==> config.mk <==
export PLATFORM = sky130hd
export DESIGN_NAME = layer_driver_8_8_20_flat
export DESIGN_NICKNAME = d
export VERILOG_FILES = /design/src/rtl/layer_driver_8_8_20_if.sv /design/src/rtl/layer_driver_8_8_20.sv /design/src/flat_wrapper.sv
export SDC_FILE = /design/constraint.sdc
export NUM_CORES = 1
export LEC_CHECK = 0
export BUFFER_PORTS_ARGS = -buffer_cell sky130_fd_sc_hd__buf_2
export CORE_UTILIZATION = 53
export CTS_CLUSTER_SIZE = 10
export DETAILED_ROUTE_END_ITERATION = 12
export PLACE_DENSITY = 0.68
export SLEW_MARGIN = 15
export SYNTH_ARGS = -nofsm -noshare
export SYNTH_HDL_FRONTEND = slang
export SYNTH_SLANG_ARGS = --single-unit
==> constraint.sdc <==
create_clock -name clk -period 4.25 [get_ports clk]
set_input_delay 0.85 -clock clk [delete_from_list [all_inputs] [get_ports clk]]
set_output_delay 0.85 -clock clk [all_outputs]
set_load 0.1 [all_outputs]
==> src/rtl/layer_driver_8_8_20_if.sv <==
// Streaming link between the layer driver and the layer it feeds:
// the tx side carries input-vector words, the rx side returns result words.
interface layer_driver_8_8_20_if #(
  parameter int T = 20
);
  logic signed [T-1:0] tx_data;
  logic                tx_valid;
  logic                tx_ready;
  logic signed [T-1:0] rx_data;
  logic                rx_valid;
  logic                rx_ready;

  modport master (
    output tx_data, tx_valid, rx_ready,
    input  tx_ready, rx_data, rx_valid
  );

  modport slave (
    input  tx_data, tx_valid, rx_ready,
    output tx_ready, rx_data, rx_valid
  );
endinterface

==> src/rtl/layer_driver_8_8_20.sv <==
// Layer driver: streams an N-word input vector from a host-loaded buffer into a
// layer, then collects M result words into a host-readable buffer.
module layer_driver_8_8_20 #(
  parameter int N    = 8,
  parameter int M    = 8,
  parameter int T    = 20,
  parameter int LOGN = 3,
  parameter int LOGM = 3
) (
  input  logic                clk,
  input  logic                reset,
  input  logic                start,
  input  logic                host_we,
  input  logic [LOGN-1:0]     host_waddr,
  input  logic signed [T-1:0] host_wdata,
  input  logic [LOGM-1:0]     host_raddr,
  output logic signed [T-1:0] host_rdata,
  output logic                busy,
  output logic                done,
  layer_driver_8_8_20_if.master lyr
);

  typedef enum logic [1:0] {
    ST_IDLE = 2'd0,
    ST_SEND = 2'd1,
    ST_RECV = 2'd2,
    ST_DONE = 2'd3
  } state_t;

  localparam logic [LOGN-1:0] TX_LAST = LOGN'(N - 1);
  localparam logic [LOGN-1:0] TX_ONE  = LOGN'(1);
  localparam logic [LOGM-1:0] RX_LAST = LOGM'(M - 1);
  localparam logic [LOGM-1:0] RX_ONE  = LOGM'(1);

  state_t              state_r;
  logic [LOGN-1:0]     tx_idx_r;
  logic [LOGM-1:0]     rx_cnt_r;
  logic                tx_valid_r;
  logic                rx_ready_r;
  logic                busy_r;
  logic                done_r;
  logic signed [T-1:0] host_rdata_r;
  logic signed [T-1:0] xbuf_r [N];
  logic signed [T-1:0] ybuf_r [M];
  logic                host_wr_ok_s;
  logic                rx_accept_s;

  assign host_wr_ok_s = host_we && ((state_r == ST_IDLE) || (state_r == ST_DONE));
  assign rx_accept_s  = rx_ready_r && lyr.rx_valid;

  // tx_data follows the registered index so it holds steady through a stall
  assign lyr.tx_data  = xbuf_r[tx_idx_r];
  assign lyr.tx_valid = tx_valid_r;
  assign lyr.rx_ready = rx_ready_r;
  assign busy         = busy_r;
  assign done         = done_r;
  assign host_rdata   = host_rdata_r;

  // Run sequencer: state, indices and all handshake/status outputs
  always_ff @(posedge clk) begin
    if (!reset) begin
      state_r    <= ST_IDLE;
      tx_idx_r   <= '0;
      rx_cnt_r   <= '0;
      tx_valid_r <= 1'b0;
      rx_ready_r <= 1'b0;
      busy_r     <= 1'b0;
      done_r     <= 1'b0;
    end else begin
      case (state_r)
        ST_IDLE, ST_DONE: begin
          if (start) begin
            state_r    <= ST_SEND;
            tx_idx_r   <= '0;
            rx_cnt_r   <= '0;
            tx_valid_r <= 1'b1;
            busy_r     <= 1'b1;
            done_r     <= 1'b0;
          end else begin
            state_r <= state_r;
          end
        end
        ST_SEND: begin
          if (tx_valid_r && lyr.tx_ready) begin
            if (tx_idx_r == TX_LAST) begin
              state_r    <= ST_RECV;
              tx_valid_r <= 1'b0;
              rx_ready_r <= 1'b1;
            end else begin
              tx_idx_r <= tx_idx_r + TX_ONE;
            end
          end else begin
            tx_idx_r <= tx_idx_r;
          end
        end
        ST_RECV: begin
          if (rx_accept_s) begin
            if (rx_cnt_r == RX_LAST) begin
              state_r    <= ST_DONE;
              rx_ready_r <= 1'b0;
              busy_r     <= 1'b0;
              done_r     <= 1'b1;
            end else begin
              rx_cnt_r <= rx_cnt_r + RX_ONE;
            end
          end else begin
            rx_cnt_r <= rx_cnt_r;
          end
        end
        default: begin
          state_r    <= ST_IDLE;
          tx_valid_r <= 1'b0;
          rx_ready_r <= 1'b0;
          busy_r     <= 1'b0;
          done_r     <= 1'b0;
        end
      endcase
    end
  end

  // Input buffer: host writes only while no run is in flight; never cleared
  always_ff @(posedge clk) begin
    if (host_wr_ok_s) begin
      xbuf_r[host_waddr] <= host_wdata;
    end
  end

  // Result buffer: filled from accepted layer words; never cleared
  always_ff @(posedge clk) begin
    if (reset && rx_accept_s) begin
      ybuf_r[rx_cnt_r] <= lyr.rx_data;
    end
  end

  // Registered host read port; same-cycle write to the entry returns the old word
  always_ff @(posedge clk) begin
    if (!reset) begin
      host_rdata_r <= '0;
    end else begin
      host_rdata_r <= ybuf_r[host_raddr];
    end
  end

endmodule

==> src/flat_wrapper.sv <==
// flat-port wrapper written by rule: the top's interface ports become plain ports
module layer_driver_8_8_20_flat 
#(
  parameter int N    = 8,
  parameter int M    = 8,
  parameter int T    = 20,
  parameter int LOGN = 3,
  parameter int LOGM = 3
)
  (clk, reset, start, host_we, host_waddr, host_wdata, host_raddr, host_rdata, busy, done, lyr_tx_data, lyr_tx_valid, lyr_rx_ready, lyr_tx_ready, lyr_rx_data, lyr_rx_valid);
  layer_driver_8_8_20_if #(.T(T)) lyr_i ();
  input  logic clk;
  input  logic reset;
  input  logic start;
  input  logic host_we;
  input  logic [LOGN-1:0] host_waddr;
  input  logic signed [T-1:0] host_wdata;
  input  logic [LOGM-1:0] host_raddr;
  output logic signed [T-1:0] host_rdata;
  output logic busy;
  output logic done;
  output wire logic [$bits(lyr_i.tx_data)-1:0] lyr_tx_data;
  output wire logic [$bits(lyr_i.tx_valid)-1:0] lyr_tx_valid;
  output wire logic [$bits(lyr_i.rx_ready)-1:0] lyr_rx_ready;
  input wire logic [$bits(lyr_i.tx_ready)-1:0] lyr_tx_ready;
  input wire logic [$bits(lyr_i.rx_data)-1:0] lyr_rx_data;
  input wire logic [$bits(lyr_i.rx_valid)-1:0] lyr_rx_valid;
  assign lyr_tx_data = lyr_i.tx_data;
  assign lyr_tx_valid = lyr_i.tx_valid;
  assign lyr_rx_ready = lyr_i.rx_ready;
  assign lyr_i.tx_ready = lyr_tx_ready;
  assign lyr_i.rx_data = lyr_rx_data;
  assign lyr_i.rx_valid = lyr_rx_valid;
  layer_driver_8_8_20 #(.N(N), .M(M), .T(T), .LOGN(LOGN), .LOGM(LOGM)) u_core (.clk(clk), .reset(reset), .start(start), .host_we(host_we), .host_waddr(host_waddr), .host_wdata(host_wdata), .host_raddr(host_raddr), .host_rdata(host_rdata), .busy(busy), .done(done), .lyr(lyr_i));
endmodule
## Word-level counts from Yosys, hierarchy flattened

Memory sizes are Yosys's and may differ from the RTL's. A register that Yosys moved wholly into a read port is not among the register bits.
Cells that the tools add are included.

| cells by class | value |
|---|---|
| add/subtract/negate cells | 2 |
| reduce and logical (&&, ||, !) cells | 17 |
| equal/unequal tests | 12 |
| muxes and demuxes | 33 |

Operators by type and width:

| kind | count |
|---|---|
| 3-bit two-way mux | 7 |
| 4-bit AND reduction | 4 |
| 1-bit two-way mux | 14 |
| 3-bit one-hot mux with 2 select lines | 2 |
| 2-bit two-way mux | 5 |
| 5-bit AND reduction | 2 |
| 2-bit by 1-bit != test with 1-bit output, second input constant | 4 |
| 1-bit one-hot mux with 2 select lines | 4 |
| 3-bit by 1-bit adder with 3-bit output, second input constant | 2 |
| 3-bit == test, second input constant | 2 |
| 2-bit != test, second input constant | 3 |
| 2-bit one-hot mux with 3 select lines | 1 |
| 2-bit nonzero test | 3 |
| 2-bit == test, second input constant | 2 |
| 1-bit logical AND | 4 |
| 2-bit by 1-bit == test with 1-bit output, second input constant | 1 |
| 2-bit zero test | 1 |
| 2-bit OR reduction | 1 |
| 1-bit zero test | 1 |
| 1-bit logical OR | 1 |

| storage, ports and cells | value |
|---|---|
| input port bits | 52 |
| output and inout bits | 44 |
| memory bits (writable) | 320 |
| bits in registers | 12 |
| memories | 2 |

Memories:

| memory | words | bits a word | read ports | clocked after Yosys merged registers in | wr ports | RTL line | RTL |
|---|---|---|---|---|---|---|---|
| u_core.xbuf_r | 8 | 20 | 1 | 1 | 1 | layer_driver_8_8_20.sv:43 | `logic signed [T-1:0] xbuf_r [N];` |
| u_core.ybuf_r | 8 | 20 | 1 | 1 | 1 | layer_driver_8_8_20.sv:44 | `logic signed [T-1:0] ybuf_r [M];` |

## Depth between registers and ports, before layout

| logic depth | value |
|---|---|
| word-level depth | 6 |
| gate-level depth with buffers | 8 |

## Least setup slack after synthesis

No wires, ideal clock.

| path | value |
|---|---|
| kind | in2reg |
| from | in reset |
| to | mem u_core.ybuf_r[1][0] (enable) |
| arrival time | 2,781 ps |
| setup slack | 1,047 ps |
| path buffers | 1 |
| library setup time | 422 ps |
| required time | 3,828 ps |
| cell stages on the path | 3 |
| cell sequence | clkbuf_1 nand4_1 nor3_1 |

| on the way | value |
|---|---|
| longest elaborated chain between the ends | 3 |

RTL lines:

| what | RTL line | RTL |
|---|---|---|
| start: declaration | flat_wrapper.sv:13 | `input logic reset;` |
| 1-bit logical AND | layer_driver_8_8_20.sv:130 | `if (reset && rx_accept_s) begin` |
| 1-bit two-way mux | layer_driver_8_8_20.sv:130 |  |
| 1-bit two-way mux (implied by the code) | layer_driver_8_8_20.sv:131 | `ybuf_r[rx_cnt_r] <= lyr.rx_data;` |
| end: declaration | layer_driver_8_8_20.sv:44 |  |

Every way passes these cells.

==> flow_summary_export.csv <==
group,metric,value,unit
run_status,run_status,"completed",
global_route,grt-ovfl-total,0,
place,cell_total_after_placement,1005,
detailed_routing,drt_drc_violations_left,0,
place,hpwl,13600,um
synth,syn_avg_cell_area,22.6,sq um
detailed_routing,routed-via-count,6229,
clock_tree,clock-root-buffer,"sky130_fd_sc_hd__clkbuf_16",
detailed_routing,avgRoutedWirePerCell,22.6,um
place,rd_place_congestion,0.690,
finish,fillers,1671,
power,ir_worst_vdd,0.393,mV
floorplan,dieHeight,161,um
timing,slew_violations,0,
place,io_buffers,95,
synth,ys_dominant_reg_cell,"sky130_fd_sc_hd__edfxtp_1",
power,p_leak,5.20,nW
finish,layout.core_utilization,63.2,%
synth,ys_warn_count,0,
finish,areaGrowthSynthToFinish,16.1,%
detailed_routing,detail_route.vias_per_cell,5.75,
synth,synth_enable_flop_cells,320,
detailed_routing,detailedRoute.firstIterationViolations,469,
global_route,groute.usage.overall,19.6,%
clock_tree,numClockSinks,355,
clock_tree,post_cts_resize_count,0,
finish,fin_nets,783,
finish,layout-drive-gt1-share,31.8,%
synth,netlist-cell-type-count,34,
synth,flops_latches_synth,355,
power,power_density,513,nW/um^2
floorplan,floorplan.core_area,24500,sq um
synth,synth.net_count,651,
setup_path,setup.worst_path.class,"reg2out",
detailed_routing,firstDrtPassIters,5,
min_path,hp-class,"reg2reg",
setup_path,critical_path.n_buffers_inverters,2,
clock_tree,tritoncts_clock_tree,"yes",
place,post-place-ws,1.30,ns
synth,synth_sequential_area_ratio,77.2,%
timing,finalHoldViolCount,0,
power,post-layout-total-power,7.96,mW
setup_path,ff2ff_path_depth,5,
floorplan,placementRows,57,
setup_path,critPathSlowestCell,"sky130_fd_sc_hd__mux4_1",
global_route,grt_antenna_before_repair,4,
clock_tree,tritoncts.num_buffers,41,
clock_tree,cts_htree_levels,2,
global_route,grt_pass1_vias,6673,
global_route,wire_length_of_the_first_global_routing_pass,37700,um
timing,worst_setup_skew_after_layout,0.0167,ns
setup_path,end_kind,"primary output",
detailed_routing,antenna_left,0,
floorplan,design.portCount,96,
synth,synth_async_sr_flop_share,0,%
global_route,grt_start_max_net_pins,41,
setup_path,cp.required,3.40,ns
setup_path,critPathMaxStageDelay,0.68,ns
setup_path,setup.reg_to_reg.worst_slack,2.16,ns
floorplan,chipWidth,161,um
timing,relSlewSlack,29.7,%
detailed_routing,aggregate_routed_wire_length,24500,um
setup_path,startpoint_type,"flop",
synth,synth.cell_area,13400,sq um
setup_path,worst-path-stages,4,
setup_path,critical_path.cell_chain,"buf_4, mux4_1, mux2_2, buf_2",
clock_tree,cts_setup_buffers,0,
timing,hold_ws,0.504,ns
clock_tree,clk-insertion-delay-late,0.52,ns
timing,max_freq,288,MHz
timing,finalWorstSetupSlack,0.772,ns
setup_path,cp_data_arrival_time,2.63,ns
timing,final_period_minus_worst_setup_slack,3.48,ns
run,count_of_maximum_capacitance_violations,0,
timing,grt_setup_unrepaired,"no",
place,placed_cell_area,14300,sq um
min_path,whs_path_depth,2,
setup_path,critical_path_peak_fanout,40,
finish,final_cell_count_no_fill,1084,
synth,post_synth_inst_count,592,
timing,finalSetupTns,0,ns
timing,worstMarginPinSlew,1.05,ns
timing,timing.final.crit_share,81.8,%
clock_tree,hold_buffers,0,
clock_tree,cts.path.max_buffers,3,
clock_tree,clk_pin_slew,0.06,ns
setup_path,critPathTopFamily,"multiplexers",
finish,stdcell_area,15500,sq um
floorplan,dieArea,25800,sq um
timing,setup_viol_count_final,0,
floorplan,initial_utilization,54.4,%
-- layout make-up --
type                            count  area [sq um]  area share, %
Sequential cell                   355         10300           66.5
Timing Repair Buffer              117           641           4.13
Clock buffer                       75          1210           7.78
Tap cell                          324           405           2.61
Antenna cell                        3          7.51         0.0484
Clock inverter                      1          8.76         0.0565
Multi-Input combinational cell    206          2910           18.8
Inverter                            3          11.3         0.0726
-- sequential cells by signal, indices dropped and copies added (netlist names), named ones only --
signal / cells
u_core.lyr.rx_ready: 1
u_core.tx_idx_r: 3
u_core.busy: 1
u_core.xbuf_r: 160
u_core.rx_cnt_r: 3
u_core.ybuf_r: 160
u_core.state_r: 2
u_core.host_rdata: 20
u_core.lyr.tx_valid: 1
u_core.done: 1
-- worst paths after layout --
check / startpoint / endpoint
max: flop / lyr_tx_data[16]
max reg2reg: u_core.state_r[0] / u_core.xbuf_r[5][14]
min reg2reg: u_core.done / u_core.done
min: u_core.done / u_core.done
-- worst register-to-register path, delay by kind of cell, from the launching register on --
kind	cells	cell delay [ns]
buffers and inverters	2	0.44
adders and majority gates	1	0.45
and+or+nand+nor	2	0.47
DFF	1	0.38
-- cells by family after synthesis --
kind of cell | synth area share (%)
DFF | 77.2
muxes | 16.3
and+or+nand+nor | 2.22
AOI/OAI and AO/OA | 2.26
buffers and inverters | 1.33
adders and majority gates | 0.656
-- metal layers --
layer / part of all wire, % / global-route usage [%]
met2: 52 / 34.3
met4: 2.2 / 5.70
met3: 5.4 / 4.36
met5: 0.11 / 0
met1: 40 / 24.7
-- cells in the mapped netlist, drive strengths merged, types with 3 or more instances --
| master | number | area share (%) |
|---|---|---|
| ha | 7 | 0.66 |
| nor2 | 21 | 0.59 |
| nand2 | 9 | 0.25 |
| nand4 | 3 | 0.14 |
| nor3 | 6 | 0.22 |
| mux2 | 20 | 1.7 |
| nand4b | 4 | 0.26 |
| nand2b | 7 | 0.33 |
| clkbuf | 11 | 0.31 |
| mux4 | 80 | 15 |
| a21oi | 8 | 0.30 |
| nand3 | 3 | 0.11 |
| o21ai | 4 | 0.15 |
| a22oi | 3 | 0.17 |
| dfxtp | 35 | 5.2 |
| buf | 17 | 0.94 |
| edfxtp | 320 | 72 |
| a22o | 20 | 1.3 |
-- report_power, final --
part           switching [mW]  internal, mW
combinational           0.594         0.228
sequential             0.0440          3.94
clock                    1.25          1.90
total                    1.89          6.07
-- cell usage in the layout (no fill, tap or decap), types with 2 or more instances in the layout --
cell and instances:
sky130_fd_sc_hd__mux2_2 20, sky130_fd_sc_hd__diode_2 3, sky130_fd_sc_hd__o21ai_0 4, sky130_fd_sc_hd__ha_1 7, sky130_fd_sc_hd__a22o_1 20, sky130_fd_sc_hd__dfxtp_1 34, sky130_fd_sc_hd__nor3_1 2, sky130_fd_sc_hd__mux4_1 40
sky130_fd_sc_hd__nand4b_1 4, sky130_fd_sc_hd__nand2_1 9, sky130_fd_sc_hd__clkbuf_16 43, sky130_fd_sc_hd__a21oi_1 8, sky130_fd_sc_hd__inv_1 2, sky130_fd_sc_hd__a22oi_1 3, sky130_fd_sc_hd__buf_2 95, sky130_fd_sc_hd__edfxtp_1 320
sky130_fd_sc_hd__nor2_1 9, sky130_fd_sc_hd__nand4_1 3, sky130_fd_sc_hd__clkbuf_1 31, sky130_fd_sc_hd__nand2b_1 7, sky130_fd_sc_hd__nand3_1 3, sky130_fd_sc_hd__nor3_2 4, sky130_fd_sc_hd__a32o_1 2, sky130_fd_sc_hd__nor2_2 12
sky130_fd_sc_hd__mux4_2 40, sky130_fd_sc_hd__buf_4 22
Note: power is estimated with default switching activity, not from simulation.
